File: config.mk
export PLATFORM = sky130hd
export DESIGN_NAME = piece_ctrl
export DESIGN_NICKNAME = d
export VERILOG_FILES = /design/src/rtl/piece_ctrl.sv
export SDC_FILE = /design/constraint.sdc
export NUM_CORES = 1
export LEC_CHECK = 0
export BUFFER_PORTS_ARGS = -buffer_cell sky130_fd_sc_hd__buf_2
export CORE_MARGIN = 5
export CORE_UTILIZATION = 64
export DETAILED_ROUTE_END_ITERATION = 10
export PLACE_DENSITY = 0.84
export SLEW_MARGIN = 40
export SYNTH_ARGS = -nofsm -noshare
export SYNTH_HDL_FRONTEND = slang
export SYNTH_SLANG_ARGS = --single-unit
File: constraint.sdc
create_clock -name Clk -period 8.3 [get_ports Clk]
set_input_delay 0 -clock Clk [delete_from_list [all_inputs] [get_ports Clk]]
set_output_delay 0 -clock Clk [all_outputs]
set_load 0.01 [all_outputs]
File: src/rtl/piece_ctrl.sv
// piece_ctrl: active tetromino controller for a 12x10 playfield.
// Spawns a piece from a free-running LFSR, moves/rotates it against the playfield
// occupancy, applies gravity, and signals lock (bottom_flag) or blocked spawn (top_flag).
// Optional feature macro: HARD_DROP_EN (btn_drop triggers a hard drop to lock).
// Ports:
//   Clk, Reset                     - clock, synchronous active-high reset
//   gen_flag                       - spawn request (accepted in IDLE/OVER)
//   tick                           - gravity pulse
//   btn_left/right/rot/drop        - one-cycle button pulses
//   arr0..arr11 [9:0]              - playfield rows (row 0 top), bit j = column j
//   x1..x4 / y1..y4 [3:0]          - row / column of each active cell (registered)
//   bottom_flag                    - one-cycle lock pulse
//   top_flag                       - spawn blocked (game over)
//   piece_type [2:0]               - 0=I 1=O 2=T 3=S 4=Z 5=J 6=L
//   active                         - piece is falling
module piece_ctrl (
  input  logic       Clk,
  input  logic       Reset,
  input  logic       gen_flag,
  input  logic       tick,
  input  logic       btn_left,
  input  logic       btn_right,
  input  logic       btn_rot,
  input  logic       btn_drop,
  input  logic [9:0] arr0,
  input  logic [9:0] arr1,
  input  logic [9:0] arr2,
  input  logic [9:0] arr3,
  input  logic [9:0] arr4,
  input  logic [9:0] arr5,
  input  logic [9:0] arr6,
  input  logic [9:0] arr7,
  input  logic [9:0] arr8,
  input  logic [9:0] arr9,
  input  logic [9:0] arr10,
  input  logic [9:0] arr11,
  output logic [3:0] x1,
  output logic [3:0] x2,
  output logic [3:0] x3,
  output logic [3:0] x4,
  output logic [3:0] y1,
  output logic [3:0] y2,
  output logic [3:0] y3,
  output logic [3:0] y4,
  output logic       bottom_flag,
  output logic       top_flag,
  output logic [2:0] piece_type,
  output logic       active
);

  localparam int unsigned ROW_W  = 4;   // anchor row 0..11
  localparam int unsigned COL_W  = 5;   // anchor column, two's complement -2..9
  localparam int unsigned XY_W   = 4;
  localparam int unsigned TYPE_W = 3;
  localparam int unsigned LFSR_W = 16;
  localparam logic [LFSR_W-1:0] LFSR_SEED = 16'hACE1;
  localparam logic [COL_W-1:0]  SPAWN_COL = 5'd3;

  typedef enum logic [2:0] {
    S_IDLE,
    S_SPAWN,
    S_FALL,
    S_OVER
`ifdef HARD_DROP_EN
    , S_DROP
`endif
  } state_e;

  state_e              state_q, state_d;
  logic [ROW_W-1:0]    r_q, r_d;
  logic [COL_W-1:0]    c_q, c_d;
  logic [1:0]          rot_q, rot_d;
  logic [TYPE_W-1:0]   type_q, type_d;
  logic [LFSR_W-1:0]   lfsr_q, lfsr_d;
  logic [3:0][XY_W-1:0] x_q, x_d, y_q, y_d;
  logic                bottom_q, bottom_d;
  logic                top_q, top_d;
  logic                active_q, active_d;
  logic                upd;

  // Occupancy map padded to 16x16: rows 12..15 and columns 10..15 read as occupied,
  // so out-of-range cells fail the same lookup as filled ones.
  logic [15:0][15:0] field;
  always_comb begin
    field     = '1;
    field[0]  = {6'h3F, arr0};
    field[1]  = {6'h3F, arr1};
    field[2]  = {6'h3F, arr2};
    field[3]  = {6'h3F, arr3};
    field[4]  = {6'h3F, arr4};
    field[5]  = {6'h3F, arr5};
    field[6]  = {6'h3F, arr6};
    field[7]  = {6'h3F, arr7};
    field[8]  = {6'h3F, arr8};
    field[9]  = {6'h3F, arr9};
    field[10] = {6'h3F, arr10};
    field[11] = {6'h3F, arr11};
  end

  // Offset {dr,dc} of cell k for a piece type and rotation.
  // Rotations are the closed forms of repeatedly applying (dr,dc)->(dc,n-dr).
  function automatic logic [3:0] cell_off(input logic [TYPE_W-1:0] t,
                                          input logic [1:0] rot,
                                          input logic [1:0] k);
    logic [15:0] tbl;
    logic [3:0]  base;
    logic [1:0]  dr, dc, n;
    case (t)
      3'd1:    tbl = 16'h1256;  // O
      3'd2:    tbl = 16'h1456;  // T
      3'd3:    tbl = 16'h1245;  // S
      3'd4:    tbl = 16'h0156;  // Z
      3'd5:    tbl = 16'h0456;  // J
      3'd6:    tbl = 16'h2456;  // L
      default: tbl = 16'h4567;  // I
    endcase
    case (k)
      2'd0:    base = tbl[15:12];
      2'd1:    base = tbl[11:8];
      2'd2:    base = tbl[7:4];
      default: base = tbl[3:0];
    endcase
    dr = base[3:2];
    dc = base[1:0];
    n  = (t == 3'd0 || t == 3'd7) ? 2'd3 : 2'd2;
    if (t == 3'd1) begin
      cell_off = base;
    end else begin
      case (rot)
        2'd0:    cell_off = {dr, dc};
        2'd1:    cell_off = {dc, 2'(n - dr)};
        2'd2:    cell_off = {2'(n - dr), 2'(n - dc)};
        default: cell_off = {2'(n - dc), dr};
      endcase
    end
  endfunction

  // True when every cell of the candidate lands on a free in-range square.
  function automatic logic fits(input logic [15:0][15:0] f,
                                input logic [TYPE_W-1:0] t,
                                input logic [1:0] rot,
                                input logic [4:0] r,
                                input logic [COL_W-1:0] c);
    logic [3:0] off;
    logic [4:0] row;
    logic [4:0] col;
    fits = 1'b1;
    for (int k = 0; k < 4; k++) begin
      off = cell_off(t, rot, 2'(k));
      row = r + 5'(off[3:2]);
      col = c + COL_W'(off[1:0]);
      if (row[4] || col[4] || f[row[3:0]][col[3:0]]) fits = 1'b0;
    end
  endfunction

  logic [4:0] r_ext;
  logic       fit_cur, fit_down, fit_rot, fit_left, fit_right;

  always_comb begin
    r_ext     = {1'b0, r_q};
    fit_cur   = fits(field, type_q, rot_q, r_ext, c_q);
    fit_down  = fits(field, type_q, rot_q, r_ext + 5'd1, c_q);
    fit_rot   = fits(field, type_q, 2'(rot_q + 2'd1), r_ext, c_q);
    fit_left  = fits(field, type_q, rot_q, r_ext, c_q - COL_W'(1));
    fit_right = fits(field, type_q, rot_q, r_ext, c_q + COL_W'(1));
  end

`ifndef HARD_DROP_EN
  logic unused_drop;
  assign unused_drop = btn_drop;
`endif

  // Next-state, anchor and flag logic.
  always_comb begin
    state_d  = state_q;
    r_d      = r_q;
    c_d      = c_q;
    rot_d    = rot_q;
    type_d   = type_q;
    top_d    = top_q;
    bottom_d = 1'b0;
    upd      = 1'b0;
    lfsr_d   = {lfsr_q[0] ^ lfsr_q[2] ^ lfsr_q[3] ^ lfsr_q[5], lfsr_q[15:1]};

    case (state_q)
      S_IDLE, S_OVER: begin
        if (gen_flag) begin
          type_d  = (lfsr_q[2:0] == 3'd7) ? 3'd0 : lfsr_q[2:0];
          rot_d   = 2'd0;
          r_d     = '0;
          c_d     = SPAWN_COL;
          top_d   = 1'b0;
          upd     = 1'b1;
          state_d = S_SPAWN;
        end
      end
      S_SPAWN: begin
        if (fit_cur) begin
          state_d = S_FALL;
        end else begin
          top_d   = 1'b1;
          state_d = S_OVER;
        end
      end
      S_FALL: begin
        if (tick) begin
          if (fit_down) begin
            r_d = r_q + ROW_W'(1);
            upd = 1'b1;
          end else begin
            bottom_d = 1'b1;
            state_d  = S_IDLE;
          end
`ifdef HARD_DROP_EN
        end else if (btn_drop) begin
          if (fit_down) begin
            r_d     = r_q + ROW_W'(1);
            upd     = 1'b1;
            state_d = S_DROP;
          end else begin
            bottom_d = 1'b1;
            state_d  = S_IDLE;
          end
`endif
        end else if (btn_rot) begin
          if (fit_rot) begin
            rot_d = rot_q + 2'd1;
            upd   = 1'b1;
          end
        end else if (btn_left) begin
          if (fit_left) begin
            c_d = c_q - COL_W'(1);
            upd = 1'b1;
          end
        end else if (btn_right) begin
          if (fit_right) begin
            c_d = c_q + COL_W'(1);
            upd = 1'b1;
          end
        end
      end
`ifdef HARD_DROP_EN
      // Descend one row per cycle, buttons ignored, until the piece rests.
      S_DROP: begin
        if (fit_down) begin
          r_d = r_q + ROW_W'(1);
          upd = 1'b1;
        end else begin
          bottom_d = 1'b1;
          state_d  = S_IDLE;
        end
      end
`endif
      default: state_d = S_IDLE;
    endcase

`ifdef HARD_DROP_EN
    active_d = (state_d == S_FALL) || (state_d == S_DROP);
`else
    active_d = (state_d == S_FALL);
`endif
  end

  // Cell coordinates follow the anchor only when it changes; otherwise they hold.
  always_comb begin
    x_d = x_q;
    y_d = y_q;
    for (int k = 0; k < 4; k++) begin
      logic [3:0] off;
      off = cell_off(type_d, rot_d, 2'(k));
      if (upd) begin
        x_d[k] = r_d + XY_W'(off[3:2]);
        y_d[k] = XY_W'(c_d + COL_W'(off[1:0]));
      end
    end
  end

  always_ff @(posedge Clk) begin
    if (Reset) begin
      state_q  <= S_IDLE;
      r_q      <= '0;
      c_q      <= SPAWN_COL;
      rot_q    <= '0;
      type_q   <= '0;
      lfsr_q   <= LFSR_SEED;
      x_q      <= '0;
      y_q      <= '0;
      bottom_q <= 1'b0;
      top_q    <= 1'b0;
      active_q <= 1'b0;
    end else begin
      state_q  <= state_d;
      r_q      <= r_d;
      c_q      <= c_d;
      rot_q    <= rot_d;
      type_q   <= type_d;
      lfsr_q   <= lfsr_d;
      x_q      <= x_d;
      y_q      <= y_d;
      bottom_q <= bottom_d;
      top_q    <= top_d;
      active_q <= active_d;
    end
  end

  assign x1          = x_q[0];
  assign x2          = x_q[1];
  assign x3          = x_q[2];
  assign x4          = x_q[3];
  assign y1          = y_q[0];
  assign y2          = y_q[1];
  assign y3          = y_q[2];
  assign y4          = y_q[3];
  assign bottom_flag = bottom_q;
  assign top_flag    = top_q;
  assign piece_type  = type_q;
  assign active      = active_q;

endmodule

==> metrics.sh <==
CRITICAL_PATH_MAXIMUM_FANOUT=23
CRITICAL_PATH.SLOWEST_CELL='sky130_fd_sc_hd__fa_2'
FIN_WORST_HOLD_SLACK_NS=0.129
ANTENNA_FOUND_INITIAL=1
SYNTH_FLOP_CELL='sky130_fd_sc_hd__dfxtp_1'
LARGEST_REG_FLOPS=16
IOS=166
MAXCLOCKFREQUENCY_MHz=124
POWER-PER-CELL-AREA_mW_PER_MM2=83.1
PERIOD_NEEDED_NS=8.03
SWITCHING_POWER_mW=0.876
SYNTH.FF_LATCH_COUNT=68
STATUS='finished clean'
GLOBALROUTE.TOTALOVERFLOW=0
TIMING_WORST_SLEW_PIN_VALUE_NS=0.909
SYNTH-EDFF-COUNT=0
CRITICAL_PATH_CLASS='flip-flop to flip-flop'
FIN_CRIT_SH_PCT=96.8
CP-END-KIND='flip-flop'
INTPOWER_mW=1.11
NUM_ROWS=68
DR.FIRST_ITER.DRC_COUNT=3439
TIMING.HOLD.WORST_PATH_DEPTH=4
FP.DIEAREA_MM2=0.0389
POWER.STATIC_LEAKAGE_nW=8.48
POWER_FRAC_SEQ_PCT=17.5
HTREE_LEVELS=3
CRITPATHLAUNCHTYPE='flip-flop'
GP_CONGESTION=1.05
ROUTE.DETAILED.VIAS_PER_INST=8.10
DIEHEIGHT_UM=197
PIN_COUNT_OF_THE_BIGGEST_NET_ENTERING_GLOBAL_ROUTING=54
SYNTHESIS.AREA_MM2=0.0224
CTS_BUFFER_DEPTH=2
NUMCTSBUFFERS=9
CORE_AREA_MM2=0.0345
SYNTH.TOP_CELLS.BY_COUNT='sky130_fd_sc_hd__mux4_2 (364), sky130_fd_sc_hd__mux2i_1 (255), sky130_fd_sc_hd__clkbuf_1 (206), sky130_fd_sc_hd__nor2_1 (202)'
DETAIL_ROUTE.DRC_VIOLATIONS=0
VDD.IR_DROP.WORST_V=0.000125
DP_HPWL_UM=70300
CTS_SINKS=68
TRITONCTS='yes'
DETAIL-ROUTE-ANTENNA-NETS=0
YOSYS-TOP-CELLS-AREA='sky130_fd_sc_hd__mux4_2 (37%), sky130_fd_sc_hd__mux2i_1 (11%), sky130_fd_sc_hd__dfxtp_1 (6.1%), sky130_fd_sc_hd__ha_1 (5.1%), sky130_fd_sc_hd__clkbuf_1 (3.5%)'
LAYOUT-AREA-OVERHEAD-VS-SYNTH_PCT=6.73
HOLD_PATH_CLASS='input pin to flip-flop'
WORST_SKEW_PAIR.LATE_LATENCY_NS=0.37
REG2REG_TO='y1[2]$_SDFFE_PP0P_'
LAYOUT-DRIVE-GT1-SHARE_PCT=32.7
SYNTH_LARGEST_AREA_CELL='sky130_fd_sc_hd__mux4_2'
REPORT.FINAL.HOLD_VIOL_COUNT=0
CLK_PIN_SLEW_WORST_PATHS_NS=0.07
CRIT-REG2REG-LAUNCH='piece_type[0]$_SDFF_PP0_'
CLK_TREE_ROOT_CELL='sky130_fd_sc_hd__clkbuf_16'
RELSLEWSLACK_PCT=37.8
CP_DATA_ARRIVAL_TIME_NS=8.26
DIODES=0
WL_UM=90000
FIN_WORST_SKEW_NS=0.00876
POST_SYNTHESIS_NET_COUNT=2574
CLOCK_POWER_SHARE_PCT=20.3
SYN_AVG_CELL_AREA_UM2=9.66
YS_SEQ_AREA_SHARE_PCT=6.07
ASYNC_RESET_FF_SHARE_PCT=0
TOP_REGS='lfsr_q (16), c_q (5)'
INITIAL_UTILIZATION_PCT=64.9
SETUP_VIOL=0
SLEW_VIOL_FINAL=0
AVERAGE_DETAILED_ROUTED_WIRE_LENGTH_PER_INSTANCE_UM=32.5
MAX_CAP_VIOLATIONS=0
SYNTH_CELLS=2319
GROUTE.USAGE.OVERALL_PCT=45.3
FIRST_GLOBAL_VIAS=21500
FIRST_PASS_GRT_WIRE_LENGTH_UM=135000
COMB_POWER_SHARE_PCT=62.2
UNIQUE_CELL_TYPE_COUNT_IN_THE_YOSYS_NETLIST=99
PORT_BUFFERS=164
SYNTH_TOP_AREA_SHARE_PCT=36.6
VIAS=22400
FIRSTDRTPASSITERS=8
SYNTHESIS.YOSYS.WARNINGS=0
FF2FF_PATH_DEPTH=31
CRITPATHREQUIREDTIME_NS=8.52
CRITPATHMAXSTAGEDELAY_NS=0.58
FINAL_NETS=2562
WIDTH_OF_THE_CHIP_UM=197
TIMING.HOLD.WORST.START='gen_flag'
LARGEST-REGISTER='lfsr_q'
WORST_HOLD_PATH.ENDPOINT='state_q[1]$_SDFF_PP0_'
SETUP.REG_TO_REG.WORST_SLACK_NS=0.27
SWITCHING_SHARE_PCT=44.1
POST-SYNTH-TOP-COUNT-CELL='sky130_fd_sc_hd__mux4_2'
TOTALPOWERFINAL_mW=1.99
per-layer routing:
metal,global-route usage (%),vias up,share of wire (%)
li1,-,9009,-
met1,54.9,10600,32
met2,71.1,2242,44
met3,14.8,598,15
met4,26.6,2,8.6
met5,0,-,0.014
logic make-up after synthesis:
logic type	Yosys count	synth area share, %
compound gates	438	13.1
simple gates	585	12.6
other cells	1	0.0167
mux	637	49.0
fa+ha+maj	127	8.30
flops	68	6.07
buf+inv	381	7.08
xor+xnor	82	3.90
how the worst max path moves through the flow:
stage                                         from                 end  slack [ns]  depth (start not counted)
final                     piece_type[0]$_SDFF_PP0_  y1[2]$_SDFFE_PP0P_        0.27                         31
after CTS                 piece_type[0]$_SDFF_PP0_  y1[2]$_SDFFE_PP0P_        0.33                         30
after floorplan           piece_type[0]$_SDFF_PP0_  y3[2]$_SDFFE_PP0P_        0.72                         29
after detailed placement  piece_type[0]$_SDFF_PP0_  y1[2]$_SDFFE_PP0P_        0.37                         30
after global placement    piece_type[0]$_SDFF_PP0_  y1[2]$_SDFFE_PP0P_        0.51                         29
after global routing      piece_type[0]$_SDFF_PP0_  y2[2]$_SDFFE_PP0P_      -0.004                         30
layout make-up:
cell class                      count  area [µm²]
Clock buffer                       10         250
Sequential cell                    68        1370
Inverter                           81         304
Multi-Input combinational cell   1870       19700
Timing Repair Buffer              277        1720
Tap cell                          455         569
Fill cell                        2674       10600
Clock inverter                      6        50.0
layout by cell type (no fill, tap or decap), drive strengths merged, types with 17 or more instances in the layout:
cell type and n:
mux4 365, buf 276, mux2i 255, nor2 202, a21oi 128, nand2 127, ha 91, inv 80
o21ai 76, dfxtp 68, nand3 63, xor2 40, xnor2 39, fa 36, nor2b 32, a211oi 28
nor3 25, a31oi 24, or2 21, or3 20, and2 19, nor4 18, nand4 17, mux2 17
critical path, delay by kind of cell, from the launching register on:
kind                       cells  cell delay, ns
buffers and inverters          6            1.01
muxes                          2            0.57
DFF                            1            0.47
adders and majority gates      5            1.87
and+or+nand+nor                7            1.75
AOI/OAI and AO/OA             11            2.19
power groups by stage:
stage / clock network (mW) / registers (mW) / logic (mW)
2_1_floorplan: 0 / 0.356 / 0.828
4_1_cts: 0.404 / 0.347 / 1.18
6_report: 0.403 / 0.347 / 1.24
3_3_place_gp: 0 / 0.354 / 1.15
5_1_grt: 0.417 / 0.348 / 1.29
3_5_place_dp: 0 / 0.354 / 1.18
repair_timing:
action | 4_1_cts | 5_1_grt
endpoints found under the hold margin | 1 | 0
resized for setup | 0 | 2
endpoints found under the setup margin | 0 | 14
buffers inserted | 0 | 4
hold buffers | 1 | 0
stage by stage:
step	setup slack, ns	instance area [µm²]	utilization (%)	cells	setup TNS (ns)
global placement	0.506	23400	67.9	2746	0
global route	-0.00363	23900	69.2	2767	-0.00363
finish	0.266	23900	69.2	2767	0
floorplan	0.720	22400	-	2319	0
CTS	0.335	23800	68.9	2763	0
detailed placement	0.365	23500	68.0	2746	0
(Power assumes the default switching activity.)
